--- src/rtl/instr_bram_loader.sv ---
// Packs the decoded instruction byte stream into 32-bit BRAM writes with byte enables and holds the core in reset while loading.
// Latency: a write appears one cycle after its triggering byte. No backpressure: a byte is accepted every cycle it is strobed.
module instr_bram_loader #(
    parameter int MEM_ADDR_W  = 12,
    parameter int RELEASE_DLY = 16
) (
    input  logic                  clk_user,
    input  logic                  reset,
    input  logic                  instr_wr_en,
    input  logic [23:0]           addr,
    input  logic [7:0]            din,
    output logic [3:0]            mem_we,
    output logic [MEM_ADDR_W-1:0] mem_addr,
    output logic [31:0]           mem_wdata,
    output logic                  cpu_reset,
    output logic                  load_busy,
    output logic [15:0]           words_written,
    output logic                  addr_err
);

    typedef enum logic [1:0] {
        ST_LOAD,
        ST_RELEASE,
        ST_RUN
    } state_t;

    localparam int         CNT_W    = $clog2(RELEASE_DLY + 1);
    localparam logic [7:0] OP_START = 8'h01;
    localparam logic [7:0] OP_DONE  = 8'h02;
    // Byte-address bits between the BRAM range and the control flag.
    localparam logic [23:0] OOB_MASK =
        ((24'h1 << 23) - 24'h1) & ~((24'h1 << (MEM_ADDR_W + 2)) - 24'h1);

    state_t                 state, state_nxt;
    logic [CNT_W-1:0]       cnt, cnt_nxt;
    logic [MEM_ADDR_W-1:0]  buf_addr, buf_addr_nxt;
    logic [31:0]            buf_data, buf_data_nxt;
    logic [3:0]             buf_mask, buf_mask_nxt;
    logic                   err_nxt;
    logic                   clr_cnt;

    logic                   wr_go;
    logic [MEM_ADDR_W-1:0]  wr_addr;
    logic [31:0]            wr_data;
    logic [3:0]             wr_mask;

    logic                   is_ctrl, is_data, oob, data_ok, is_start, is_done;
    logic [MEM_ADDR_W-1:0]  in_word;
    logic [1:0]             in_lane;
    logic [3:0]             lane_mask;
    logic [31:0]            lane_bits, lane_data;
    logic [31:0]            merged_data;
    logic [3:0]             merged_mask;

    assign is_ctrl  = instr_wr_en & addr[23];
    assign is_data  = instr_wr_en & ~addr[23];
    assign oob      = |(addr & OOB_MASK);
    assign data_ok  = is_data & ~oob;
    assign is_start = is_ctrl && (din == OP_START);
    assign is_done  = is_ctrl && (din == OP_DONE);

    assign in_word   = addr[MEM_ADDR_W+1:2];
    assign in_lane   = addr[1:0];
    assign lane_mask = 4'b0001 << in_lane;
    assign lane_bits = 32'h0000_00FF << {in_lane, 3'b000};
    assign lane_data = {24'h00_0000, din} << {in_lane, 3'b000};

    assign merged_data = (buf_data & ~lane_bits) | lane_data;
    assign merged_mask = buf_mask | lane_mask;

    always_comb begin
        state_nxt    = state;
        cnt_nxt      = cnt;
        buf_addr_nxt = buf_addr;
        buf_data_nxt = buf_data;
        buf_mask_nxt = buf_mask;
        err_nxt      = addr_err;
        clr_cnt      = 1'b0;
        wr_go        = 1'b0;
        wr_addr      = buf_addr;
        wr_data      = buf_data;
        wr_mask      = buf_mask;

        if (is_start) begin
            buf_data_nxt = '0;
            buf_mask_nxt = '0;
            err_nxt      = 1'b0;
            clr_cnt      = 1'b1;
            cnt_nxt      = '0;
            state_nxt    = ST_LOAD;
        end else begin
            if (is_done) begin
                if (buf_mask != 4'h0) begin
                    wr_go        = 1'b1;
                    buf_data_nxt = '0;
                    buf_mask_nxt = '0;
                end
            end else if (is_data && oob) begin
                err_nxt = 1'b1;
            end else if (data_ok) begin
                if (buf_mask == 4'h0) begin
                    buf_addr_nxt = in_word;
                    buf_data_nxt = lane_data;
                    buf_mask_nxt = lane_mask;
                end else if (buf_addr == in_word) begin
                    if (merged_mask == 4'hF) begin
                        wr_go        = 1'b1;
                        wr_data      = merged_data;
                        wr_mask      = 4'hF;
                        buf_data_nxt = '0;
                        buf_mask_nxt = '0;
                    end else begin
                        buf_data_nxt = merged_data;
                        buf_mask_nxt = merged_mask;
                    end
                end else begin
                    // Retire the old word and open the new one on the same edge.
                    wr_go        = 1'b1;
                    buf_addr_nxt = in_word;
                    buf_data_nxt = lane_data;
                    buf_mask_nxt = lane_mask;
                end
            end

            case (state)
                ST_LOAD: begin
                    if (is_done) begin
                        cnt_nxt   = CNT_W'(RELEASE_DLY);
                        state_nxt = ST_RELEASE;
                    end
                end
                ST_RELEASE: begin
                    cnt_nxt = cnt - CNT_W'(1);
                    if (cnt == CNT_W'(1)) begin
                        state_nxt = ST_RUN;
                    end
                end
                ST_RUN: begin
                    state_nxt = ST_RUN;
                end
                default: begin
                    state_nxt = ST_LOAD;
                end
            endcase
        end
    end

    always_ff @(posedge clk_user or posedge reset) begin
        if (reset) begin
            state         <= ST_LOAD;
            cnt           <= '0;
            buf_addr      <= '0;
            buf_data      <= '0;
            buf_mask      <= '0;
            mem_we        <= '0;
            mem_addr      <= '0;
            mem_wdata     <= '0;
            words_written <= '0;
            addr_err      <= 1'b0;
        end else begin
            state    <= state_nxt;
            cnt      <= cnt_nxt;
            buf_addr <= buf_addr_nxt;
            buf_data <= buf_data_nxt;
            buf_mask <= buf_mask_nxt;
            addr_err <= err_nxt;
            mem_we   <= wr_go ? wr_mask : 4'h0;
            if (wr_go) begin
                mem_addr  <= wr_addr;
                mem_wdata <= wr_data;
            end
            if (clr_cnt) begin
                words_written <= '0;
            end else if (wr_go && (words_written != 16'hFFFF)) begin
                words_written <= words_written + 16'h0001;
            end
        end
    end

    assign cpu_reset = (state != ST_RUN);
    assign load_busy = (state != ST_RUN);

endmodule

--- config.mk ---
export PLATFORM = sky130hd
export DESIGN_NAME = instr_bram_loader
export DESIGN_NICKNAME = d
export VERILOG_FILES = /design/src/rtl/instr_bram_loader.sv
export SDC_FILE = /design/constraint.sdc
export NUM_CORES = 1
export LEC_CHECK = 0
export ABC_AREA = 1
export CORE_ASPECT_RATIO = 1.5
export CORE_UTILIZATION = 55
export CTS_CLUSTER_DIAMETER = 100
export CTS_CLUSTER_SIZE = 10
export DETAILED_ROUTE_END_ITERATION = 10
export PLACE_DENSITY = 0.84
export SLEW_MARGIN = 20
export SYNTH_ARGS = -nofsm -noshare
export SYNTH_HDL_FRONTEND = slang
export SYNTH_SLANG_ARGS = --single-unit
--- constraint.sdc ---
create_clock -name clk_user -period 4.8 [get_ports clk_user]
set_input_delay 1.2 -clock clk_user [delete_from_list [all_inputs] [get_ports clk_user]]
set_output_delay 1.2 -clock clk_user [all_outputs]
set_load 0.02 [all_outputs]
==> summary.log, run 1 <==
[outcome] status finished clean
[job] number of maximum-capacitance violations 0
[timing] sum of negative setup slack 0 ns
[route] post-route DRC violation count 0
[finish] area growth from synthesis to layout 24.9%
[synth] ranking of synthesized cells by instance count sky130_fd_sc_hd__nand2_1 (270), sky130_fd_sc_hd__dfrtp_1 (120), sky130_fd_sc_hd__inv_1 (108)
[finish] Layout fillers 899
[floorplanning] die outline area 0.0124 sq mm
[synth] synthesized cell area 0.00659 sq mm
[route] detailed-routing iteration count for the pre-antenna-repair pass 7
[critical_path] worst setup slack for register-to-register paths 2.52 ns
[placement] Port Buffers 101
[critical_path] delay-heaviest family, CP simple AND/OR/NAND/NOR gates
[global_routing] via count of the first global-routing pass 6430
[route] total via count in the routed design 6362
[timing] slew at the pin with the worst max-slew slack 0.882 ns
[finish] number of standard cells in the final layout excluding fillers 1133
[synth] area share of the largest cell type after synthesis 0.456
[critical_path] required time worst endpoint 5.13 ns
[synth] most frequent cell after synthesis sky130_fd_sc_hd__nand2_1
[timing] count of final hold-check violations 0
[route] WL per Instance 15.6 um
[synth] Yosys reg bits 120
[floorplanning] row count 48
[critical_path] library cell contributing the largest single delay on the critical path sky130_fd_sc_hd__clkdlybuf4s50_1
[worst_hold_path] Worst Hold Endpoint mem_wdata[14]
[timing] shortest period the worst path allows 3.46 ns
[timing] final setup skew 0.00634 ns
[clock_tree] # resized after CTS 0
[placement] routability congestion estimate from global placement 0.924
[worst_hold_path] Worst Hold Depth 2
[worst_hold_path] hold crit path type register to register
[critical_path] crit path launch type primary input
[synth] number of enable-type register cells in the synthesized netlist 0
[timing] relative slew slack 0.412
[timing] number of pins exceeding their max-slew limit in the final report 0
[clock_tree] number of sinks handled by clock tree synthesis 120
[clock_tree] Worst-path clk slew 0.05 ns
[floorplanning] effective utilization at floorplan 0.568
[timing] setup repair after global routing missed its margin false
[finish] final core area utilization 0.710
[route] overall routed net length 17700 um
[critical_path] CP arrival 3.80 ns
[global_routing] largest net degree at the start of global routing 72
[worst_hold_path] HP Start mem_wdata[14]
[floorplanning] core area 0.0116 sq mm
[global_routing] Tot GR Track Use 0.311
[floorplanning] Die Wd 91.4 um
[timing] final hold slack 0.473 ns
[synth] library cell with the largest summed area after synthesis sky130_fd_sc_hd__dfrtp_1
[route] Iteration-0 DRC Markers 483
[timing] maximum achievable frequency 0.289 GHz
[synth] Cells after Synth 873
[route] detailed-route vias per instance 5.62
[finish] antenna cell count 0
[timing] Setup Viol. Count Final 0
[synth] distinct cell type count of the synthesized netlist 41
[global_routing] antenna violations before repair 0
[synth] sequential share of the synthesized area 0.456
[clock_tree] buffer type at the clock tree root sky130_fd_sc_hd__clkbuf_16
[critical_path] crit path capture type register
[critical_path] capture instance of the worst register-to-register path mem_wdata[31]
[global_routing] global-route wire length before repair 30400 um
[global_routing] total overflow reported by the global router 0
[synth] proportion of register bits with asynchronous set or reset after synthesis 1.00
[synth] largest cells by area after synthesis sky130_fd_sc_hd__dfrtp_1 (46%), sky130_fd_sc_hd__nand2_1 (15%), sky130_fd_sc_hd__inv_1 (6.2%)
[critical_path] cell chain of the critical path clkdlybuf4s50_1, inv_2, nor2_2, nor2_1, nor2_2, nand3_4, nand3_2, nand2_2, nand2_1, nand2_2, inv_1, nand3_1, o21ai_0
[synth] ys flop type sky130_fd_sc_hd__dfrtp_1
[clock_tree] number of hold-repair buffers added at the cts stage 0
[critical_path] critical path's largest stage delay 0.58 ns
[clock_tree] number of buffers created by CTS 17
[synth] total of warnings raised by yosys 0
[clock_tree] clock tree from TritonCTS yes
[critical_path] peak fanout along the critical path 32
[finish] nets 1011
[critical_path] beginning of the worst register-to-register path buf_addr[1]
[critical_path] Stages on worst setup path 13
[placement] estimated wirelength of the detail-placed design 11800 um
[power] static leakage 4.05 nW
[finish] share of cells above drive strength 1 0.0732
[floorplanning] number of top-level pins 102
[synth] post-synthesis net count 914
[critical_path] category of the critical setup timing path primary input to register
[critical_path] buffers and inverters on the worst path 3
[power] pwr/cell area 353 mW/mm^2
[timing] final period utilization 0.721
[route] number of nets still failing antenna checks after routing 0
[synth] post-synthesis average cell area 7.55 sq um
[power] worst supply voltage drop on vdd 0.270 mV
[critical_path] Reg2Reg Depth 13
[clock_tree] Post-CTS Setup Bufs 0
[clock_tree] buffer levels on the longest clock path 2
[clock_tree] total number of H-tree levels 4
[floorplanning] vertical extent of the die 136 um
[clock_tree] clock latency on the worst-skew pair 0.42 ns
[placement] number of placed instances, taps included 1101
## state kept, by name, indices dropped and copies added (netlist names)
register       flops
buf_data          32
mem_wdata         32
words_written     16
buf_addr          12
mem_addr          12
cnt                5
buf_mask           4
mem_we             4
state              2
addr_err           1
## cells by family (layout without fill, tap and decap cells)
logic type / count (synthesis) / count (layout) / synth area share
and+or+nand+nor: 451 / 451 / 0.302
adders and majority gates: 6 / 6 / 0.0114
xor gates and xnor gates: 10 / 10 / 0.0133
AOI/OAI and AO/OA: 138 / 138 / 0.120
DFF: 120 / 120 / 0.456
buffers and inverters: 148 / 258 / 0.0974
## worst max-delay path by stage
stage                   endpoint     from  slack (ns)
2_1_floorplan           addr_err    reset        0.41
3_3_place_gp         buf_data[1]  addr[0]        1.10
3_5_place_dp         buf_data[2]  addr[0]         1.0
4_1_cts        words_written[12]  addr[0]        1.38
5_1_grt        words_written[12]  addr[0]        1.09
6_report       words_written[12]  addr[0]        1.34
## worst min-delay path, cell delays in order (launching register included)
cell and delay, ns:
sky130_fd_sc_hd__dfrtp_1 0.34, sky130_fd_sc_hd__nand2_1 0.05, sky130_fd_sc_hd__nand2_1 0.05
## where the power goes
part	switching (mW)	total (mW)	internal, mW
logic	0.316	0.525	0.209
clock network	0.450	1.21	0.763
registers	0.0607	1.16	1.10
total	0.827	2.90	2.07
## through the flow
step	power (mW)	setup slack (ns)	area, sq um
after global placement	1.67	1.10	7660
after CTS	2.90	1.38	8230
final	2.90	1.34	8230
after global routing	3.04	1.09	8230
after floorplan	1.51	0.414	6590
after detailed placement	1.69	0.996	7660
## placed cells by master (no fill, tap or decap), types with 5 or more instances in the layout
master	count
sky130_fd_sc_hd__o211ai_1	12
sky130_fd_sc_hd__o21ai_0	62
sky130_fd_sc_hd__nand3b_1	6
sky130_fd_sc_hd__clkdlybuf4s50_1	101
sky130_fd_sc_hd__nand4_1	24
sky130_fd_sc_hd__a21oi_1	18
sky130_fd_sc_hd__xor2_1	6
sky130_fd_sc_hd__inv_1	107
sky130_fd_sc_hd__nor3_1	12
sky130_fd_sc_hd__o21ai_1	11
sky130_fd_sc_hd__nor2_1	45
sky130_fd_sc_hd__dfrtp_1	120
sky130_fd_sc_hd__o22ai_1	21
sky130_fd_sc_hd__nand2_2	8
sky130_fd_sc_hd__nor2_2	5
sky130_fd_sc_hd__ha_1	6
sky130_fd_sc_hd__nand2_1	270
sky130_fd_sc_hd__buf_4	7
sky130_fd_sc_hd__o21bai_1	6
sky130_fd_sc_hd__clkbuf_16	17
sky130_fd_sc_hd__nand3_1	68
sky130_fd_sc_hd__inv_2	7
## routing by layer
metal	vias to the layer above	routed length (um)	GRT usage
met2	294	8690	0.530
met4	0	721	0.159
met1	2954	7070	0.370
met3	78	1220	0.0705
li1	3036	-	-
met5	-	0	0
## layout make-up
class	count	area [sq um]	share of cell area
inverter	117	443	0.0538
clock inverter	7	67.6	0.00821
clock buffer	25	495	0.0602
timing repair buffer	109	1080	0.132
sequential	120	3000	0.365
multi-input combinational	605	2950	0.358
tap	150	188	0.0228
No activity file was read; power rests on OpenSTA's default activity.
==> inputs of run 2 (changes only) <==
--- a/config.mk
+++ b/config.mk
@@ -7,11 +7,11 @@
 export LEC_CHECK = 0
 export ABC_AREA = 1
 export CORE_ASPECT_RATIO = 1.5
-export CORE_UTILIZATION = 55
+export CORE_UTILIZATION = 49
 export CTS_CLUSTER_DIAMETER = 100
 export CTS_CLUSTER_SIZE = 10
 export DETAILED_ROUTE_END_ITERATION = 10
-export PLACE_DENSITY = 0.84
+export PLACE_DENSITY = 0.8
 export SLEW_MARGIN = 20
 export SYNTH_ARGS = -nofsm -noshare
 export SYNTH_HDL_FRONTEND = slang
==> constraint.sdc (replaced) <==
create_clock -name clk_user -period 3 [get_ports clk_user]
set_input_delay 0.75 -clock clk_user [delete_from_list [all_inputs] [get_ports clk_user]]
set_output_delay 0.75 -clock clk_user [all_outputs]
set_load 0.02 [all_outputs]
==> run 2 against run 1 <==
Net effect:
- clock skew about the same
- clock-buffer cell count down 7
- sequential share of layout area down 1.1 points
- routed wire length is 3.0% lower
- combinational power grew 60%
- via count fell by 2.3%
- core utilization down 5.9 points
- flip-flop and latch count did not move
- register-to-register slack got worse by 1.7 ns
- critical path depth shrank 4
- critical endpoint is now cnt[2]
==> summary.log, run 2 (synthesis gave the netlist of run 1 again) <==
[outcome] status finished clean
[power] switching portion of total power 0.275
[power] pwr/cell area 587 mW/mm^2
[critical_path] required time worst endpoint 3.33 ns
[route] overall routed net length 17200 um
[global_routing] antenna violations before repair 0
[timing] sum of negative setup slack 0 ns
[critical_path] cell chain of the critical path clkdlybuf4s50_1, inv_1, nand4_2, inv_1, nand2_2, inv_2, o31ai_1, o21ai_0, o21ai_0
[placement] routability congestion estimate from global placement 0.958
[floorplanning] core area 0.0130 sq mm
[placement] Port Buffers 101
[timing] number of pins exceeding their max-slew limit in the final report 0
[power] switching component of the power 1.37 mW
[critical_path] delay-heaviest family, CP compound AO/OA/AOI/OAI gates
[timing] final setup skew 0.00633 ns
[power] clock network fraction of design power 0.458
[timing] maximum achievable frequency 0.408 GHz
[floorplanning] number of top-level pins 102
[critical_path] crit path capture type register
[power] internal cell power 3.61 mW
[route] detailed-routing iteration count for the pre-antenna-repair pass 5
[finish] share of cells above drive strength 1 0.0912
[clock_tree] clock latency on the worst-skew pair 0.42 ns
[route] detailed-route vias per instance 5.37
[clock_tree] number of buffers created by CTS 17
[finish] final core area utilization 0.651
[timing] final hold slack 0.476 ns
[worst_hold_path] hold crit path type register to register
[critical_path] library cell contributing the largest single delay on the critical path sky130_fd_sc_hd__o31ai_1
[finish] Layout fillers 1145
[clock_tree] number of hold-repair buffers added at the cts stage 0
[floorplanning] Die Wd 96.7 um
[clock_tree] buffer levels on the longest clock path 2
[floorplanning] row count 51
[clock_tree] number of sinks handled by clock tree synthesis 120
[route] total via count in the routed design 6217
[global_routing] via count of the first global-routing pass 6072
[clock_tree] Post-CTS Setup Bufs 0
[global_routing] global-route wire length before repair 28600 um
[global_routing] largest net degree at the start of global routing 121
[timing] final period utilization 0.816
[floorplanning] vertical extent of the die 144 um
[timing] shortest period the worst path allows 2.45 ns
[critical_path] crit path launch type primary input
[timing] Setup Viol. Count Final 0
[route] post-route DRC violation count 0
[critical_path] CP arrival 2.78 ns
[floorplanning] effective utilization at floorplan 0.506
[clock_tree] Worst-path clk slew 0.06 ns
[clock_tree] clock tree from TritonCTS yes
[job] number of maximum-capacitance violations 0
[timing] relative slew slack 0.464
[finish] leading registers by flop count buf_data (32), mem_wdata (32), words_written (16)
[finish] antenna cell count 0
[critical_path] buffers and inverters on the worst path 4
[critical_path] critical path's largest stage delay 0.65 ns
[finish] area growth from synthesis to layout 28.6%
[finish] nets 1026
[global_routing] total overflow reported by the global router 0
[critical_path] peak fanout along the critical path 7
[power] logic gate share of total power 0.169
[floorplanning] die outline area 0.0139 sq mm
[power] sequential power share 0.373
[critical_path] category of the critical setup timing path primary input to register
[route] Iteration-0 DRC Markers 457
[route] number of nets still failing antenna checks after routing 0
[timing] count of final hold-check violations 0
[critical_path] worst setup slack for register-to-register paths 0.79 ns
[power] worst supply voltage drop on vdd 0.403 mV
[placement] estimated wirelength of the detail-placed design 12000 um
[clock_tree] # resized after CTS 0
[route] WL per Instance 14.8 um
[timing] setup repair after global routing missed its margin false
[timing] slew at the pin with the worst max-slew slack 0.797 ns
[finish] most frequent cells in the layout sky130_fd_sc_hd__nand2_1 (270), sky130_fd_sc_hd__dfrtp_1 (120), sky130_fd_sc_hd__inv_1 (107)
[clock_tree] total number of H-tree levels 4
[clock_tree] buffer type at the clock tree root sky130_fd_sc_hd__clkbuf_16
[finish] leading cell type in the layout, fill and taps excluded sky130_fd_sc_hd__nand2_1
[global_routing] Tot GR Track Use 0.257
[power] static leakage 4.17 nW
==> run 2: cell count changes in the layout (fill, tap and decap cells not counted), sizes merged <==
cell | before | now
clkbuf | 25 | 18
buf | 8 | 23
bufinv | 1 | 5
clkinv | 5 | 8
==> run 2: path summary, 6_finish.rpt <==
check | start | to | cells past startpoint
min reg2reg | mem_wdata[15] | mem_wdata[15] | 2
max reg2reg | words_written[0] | words_written[9] | 9
min | mem_wdata[15] | mem_wdata[15] | 2
min in group asynchronous | reset | mem_wdata[12] | 3
max | din[4] | cnt[2] | 9
max in group asynchronous | reset | mem_wdata[26] | 3
==> run 2: power groups by stage <==
stage                     clock, mW  sequential [mW]  combinational [mW]
after global routing           2.37             1.87               0.945
after CTS                      2.31             1.86               0.841
after global placement            0             1.88               0.809
after detailed placement          0             1.88               0.833
after floorplan                   0             1.91               0.511
final                          2.28             1.86               0.838
==> run 2: cell type report <==
cell class | instances | area (sq um) | area share
clock buffers | 18 | 439 | 0.0518
clock inverters | 14 | 223 | 0.0263
inverters | 117 | 444 | 0.0524
multi-input cells | 605 | 2950 | 0.348
flip-flops and latches | 120 | 3000 | 0.354
well taps | 159 | 199 | 0.0235
repair buffers | 124 | 1220 | 0.144
==> run 2: layer usage <==
metal,up-vias,part of all wire,GRT usage
li1,3063,-,-
met1,2856,0.41,0.298
met2,233,0.49,0.444
met3,65,0.053,0.0517
met4,0,0.043,0.145
met5,-,0,0
==> run 2: per-stage QoR <==
step                power (mW)  cell area, sq um  setup slack [ns]  std cells
global placement          2.69              7810             0.169       1125
CTS                       5.00              8470             0.531       1157
global route              5.19              8470             0.308       1157
floorplan                 2.42              6590             0.781        873
detailed placement        2.71              7810             0.113       1125
finish                    4.97              8470             0.551       1157
==> run 2: worst reg2reg max path: cells and delay by family (launching register included) <==
kind | cells | cell delay, ns
AOI/OAI and AO/OA | 1 | 0.21
adders and majority gates | 1 | 0.28
and+or+nand+nor | 7 | 1.23
DFF | 1 | 0.41
==> inputs of run 3 (changes only) <==
==> constraint.sdc (replaced) <==
create_clock -name clk_user -period 2.15 [get_ports clk_user]
set_input_delay 0.5375 -clock clk_user [delete_from_list [all_inputs] [get_ports clk_user]]
set_output_delay 0.5375 -clock clk_user [all_outputs]
set_load 0.02 [all_outputs]
==> run 3 against run 2 <==
Net effect:
- non-clock buffer count rose by 49
- setup slack got worse by 0.52 ns
- total power rose by 31%
- flip-flop and latch count did not move
- sequential power rose by 39%
- cell count rose by 4.2%
- highest routed layer unchanged
- critical path depth rose by 6
- clock power rose by 16%
- final area rose by 5.2%
- core utilization rose by 3.4 points
- first-iteration DRC count fell by 5.5%
- die area did not move
==> summary.log, run 3 (synthesis gave the netlist of run 1 again) <==
[critical_path] worst setup slack for register-to-register paths 0.18 ns
[route] detailed-route vias per instance 5.38
[finish] Sequential Area 0.00300 sq mm
[floorplanning] effective utilization at floorplan 0.506
[power] overall power of the completed layout 6.50 mW
[global_routing] total overflow reported by the global router 0
[critical_path] library cell contributing the largest single delay on the critical path sky130_fd_sc_hd__clkdlybuf4s50_1
[clock_tree] total number of H-tree levels 4
[power] pwr/cell area 730 mW/mm^2
[placement] Port Buffers 101
[route] overall routed net length 18200 um
[placement] number of placed instances, taps included 1172
[placement] cell area after placement 0.00828 sq mm
[route] total via count in the routed design 6492
[route] number of nets still failing antenna checks after routing 0
[global_routing] global-route wire length before repair 30200 um
[critical_path] critical path's largest stage delay 0.51 ns
[worst_hold_path] hold crit path type primary input to asynchronous set/reset pin
[route] Iteration-0 DRC Markers 432
[critical_path] cell chain of the critical path clkdlybuf4s50_1, inv_1, nand2_1, nand2_1, nor2_1, nand2_1, nor2_4, nand2_4, nor2_4, inv_2, nor2_2, buf_4, nand3b_1, nand3_1, nand2_1
[global_routing] via count of the first global-routing pass 6421
[timing] Setup Viol. Count Final 0
[power] switching portion of total power 0.311
[floorplanning] vertical extent of the die 144 um
[floorplanning] number of top-level pins 102
[clock_tree] buffer type at the clock tree root sky130_fd_sc_hd__clkbuf_16
[finish] leading cell type in the layout, fill and taps excluded sky130_fd_sc_hd__nand2_1
[floorplanning] row count 51
[critical_path] crit path capture type register
[power] sequential power share 0.398
[power] worst supply voltage drop on vdd 0.530 mV
[power] switching component of the power 2.02 mW
[route] detailed-routing iteration count for the pre-antenna-repair pass 5
[timing] relative slew slack 0.667
[timing] final setup skew 0.00919 ns
[finish] most frequent cells in the layout sky130_fd_sc_hd__nand2_1 (268), sky130_fd_sc_hd__dfrtp_1 (120), sky130_fd_sc_hd__inv_1 (106)
[route] amount of wire on met3 after detailed routing 910 um
[power] internal cell power 4.48 mW
[clock_tree] number of buffers created by CTS 17
[critical_path] delay-heaviest family, CP simple AND/OR/NAND/NOR gates
[clock_tree] number of sinks handled by clock tree synthesis 120
[critical_path] CP arrival 2.44 ns
[finish] number of standard cells in the final layout excluding fillers 1206
[finish] leading registers by flop count buf_data (32), mem_wdata (32), words_written (16)
[global_routing] Tot GR Track Use 0.271
[finish] area growth from synthesis to layout 35.3%
[job] number of maximum-capacitance violations 0
[finish] post-route standard cell area excluding fillers 0.00891 sq mm
[critical_path] required time worst endpoint 2.47 ns
[timing] slew at the pin with the worst max-slew slack 0.497 ns
[critical_path] peak fanout along the critical path 5
[timing] setup repair after global routing missed its margin true
[outcome] status finished clean
[finish] nets 1075
[critical_path] Stages on worst setup path 15
[timing] final period utilization 0.984
[global_routing] antenna violations before repair 0
[power] logic gate share of total power 0.194
[floorplanning] Die Wd 96.7 um
[critical_path] capture instance of the worst register-to-register path words_written[12]
[power] static leakage 4.43 nW
[route] post-route DRC violation count 0
[floorplanning] core area 0.0130 sq mm
[finish] antenna cell count 0
[route] routed wl met2 9210 um
[critical_path] most frequent CP cell sky130_fd_sc_hd__nand2_1
[route] WL per Instance 15.1 um
[timing] count of final hold-check violations 0
[critical_path] beginning of the worst register-to-register path words_written[1]
[floorplanning] die outline area 0.0139 sq mm
[clock_tree] clock latency on the worst-skew pair 0.43 ns
[timing] maximum achievable frequency 0.473 GHz
[placement] estimated wirelength of the detail-placed design 12600 um
[finish] Layout fillers 1046
[clock_tree] Worst-path clk slew 0.06 ns
[clock_tree] buffer levels on the longest clock path 2
[route] WL met1 7300 um
[clock_tree] clock tree from TritonCTS yes
[global_routing] largest net degree at the start of global routing 42
[timing] shortest period the worst path allows 2.12 ns
[placement] routability congestion estimate from global placement 0.924
[finish] share of cells above drive strength 1 0.142
[critical_path] crit path launch type primary input
[critical_path] CP Capture Point mem_wdata[31]
[finish] footprint of the multi-input gates 0.00300 sq mm
[critical_path] Reg2Reg Depth 9
[critical_path] category of the critical setup timing path primary input to register
[timing] number of pins exceeding their max-slew limit in the final report 0
[critical_path] critical path startpoint addr[11]
[route] highest routing layer actually used met4
[power] clock network fraction of design power 0.408
[critical_path] buffers and inverters on the worst path 4
-- run 3: cell count changes in the layout (fill, tap and decap cells not counted), moves of 3 or more --
cell	before	now
sky130_fd_sc_hd__buf_12	3	12
sky130_fd_sc_hd__bufinv_16	5	0
sky130_fd_sc_hd__buf_4	20	57
sky130_fd_sc_hd__buf_6	0	3
sky130_fd_sc_hd__nor2_1	45	42
sky130_fd_sc_hd__clkdlybuf4s50_1	101	96
sky130_fd_sc_hd__inv_6	1	4
sky130_fd_sc_hd__dlymetal6s2s_1	0	3
sky130_fd_sc_hd__clkinvlp_4	3	7
-- run 3: per-stage QoR --
stage	setup WS [ns]	utilization	hold WS (ns)	TNS [ns]
2_1_floorplan	0.143	-	0.475	0
3_3_place_gp	-0.402	0.636	0.466	-33.01
3_5_place_dp	-0.459	0.636	0.467	-38.68
4_1_cts	0.00362	0.678	0.470	0
5_1_grt	-0.0739	0.685	0.494	-0.326
6_report	0.0341	0.685	0.462	0
-- run 3: worst min-delay path by stage --
stage,endpoint,cells past startpoint,start,slack (ns)
after floorplan,buf_addr[0],2,buf_addr[0],0.47
after global placement,mem_wdata[22],2,mem_wdata[22],0.47
after detailed placement,mem_wdata[19],2,mem_wdata[19],0.47
after CTS,state[0],2,reset,0.47
after global routing,state[1],2,reset,0.49
final,mem_wdata[4],2,reset,0.46
-- run 3: power by group through the flow --
stage / Sequential, mW / Clock [mW] / Combinational (mW)
after floorplan: 2.67 / 0 / 0.714
after global placement: 2.62 / 0 / 1.20
after detailed placement: 2.62 / 0 / 1.23
after CTS: 2.59 / 2.67 / 1.24
after global routing: 2.61 / 2.77 / 1.41
final: 2.59 / 2.65 / 1.26
-- run 3: routing by layer --
layer | GRT usage | up-vias
met5 | 0 | -
met4 | 0.157 | 0
met3 | 0.0609 | 64
met2 | 0.457 | 231
met1 | 0.318 | 3031
li1 | - | 3166
-- run 3: layout make-up --
type                    count  area share
flip-flops and latches    120       0.337
multi-input cells         605       0.337
repair buffers            173       0.193
inverters                 117      0.0500
clock buffers              17      0.0477
well taps                 159      0.0223
clock inverters            15      0.0138
-- run 3: worst reg2reg max path, delay by kind of cell (launching register included) --
kind	cells	cell delay, ns
compound gates	1	0.17
simple gates	7	1.06
flops	1	0.45
fa+ha+maj	1	0.20
-- run 3: timing repair --
item                       in CTS  in global routing
pin swaps                       0                  1
setup endpoints to repair       6                 66
setup buffers                   0                  2
hold buffers                    0                  0
resized for setup               4                 19
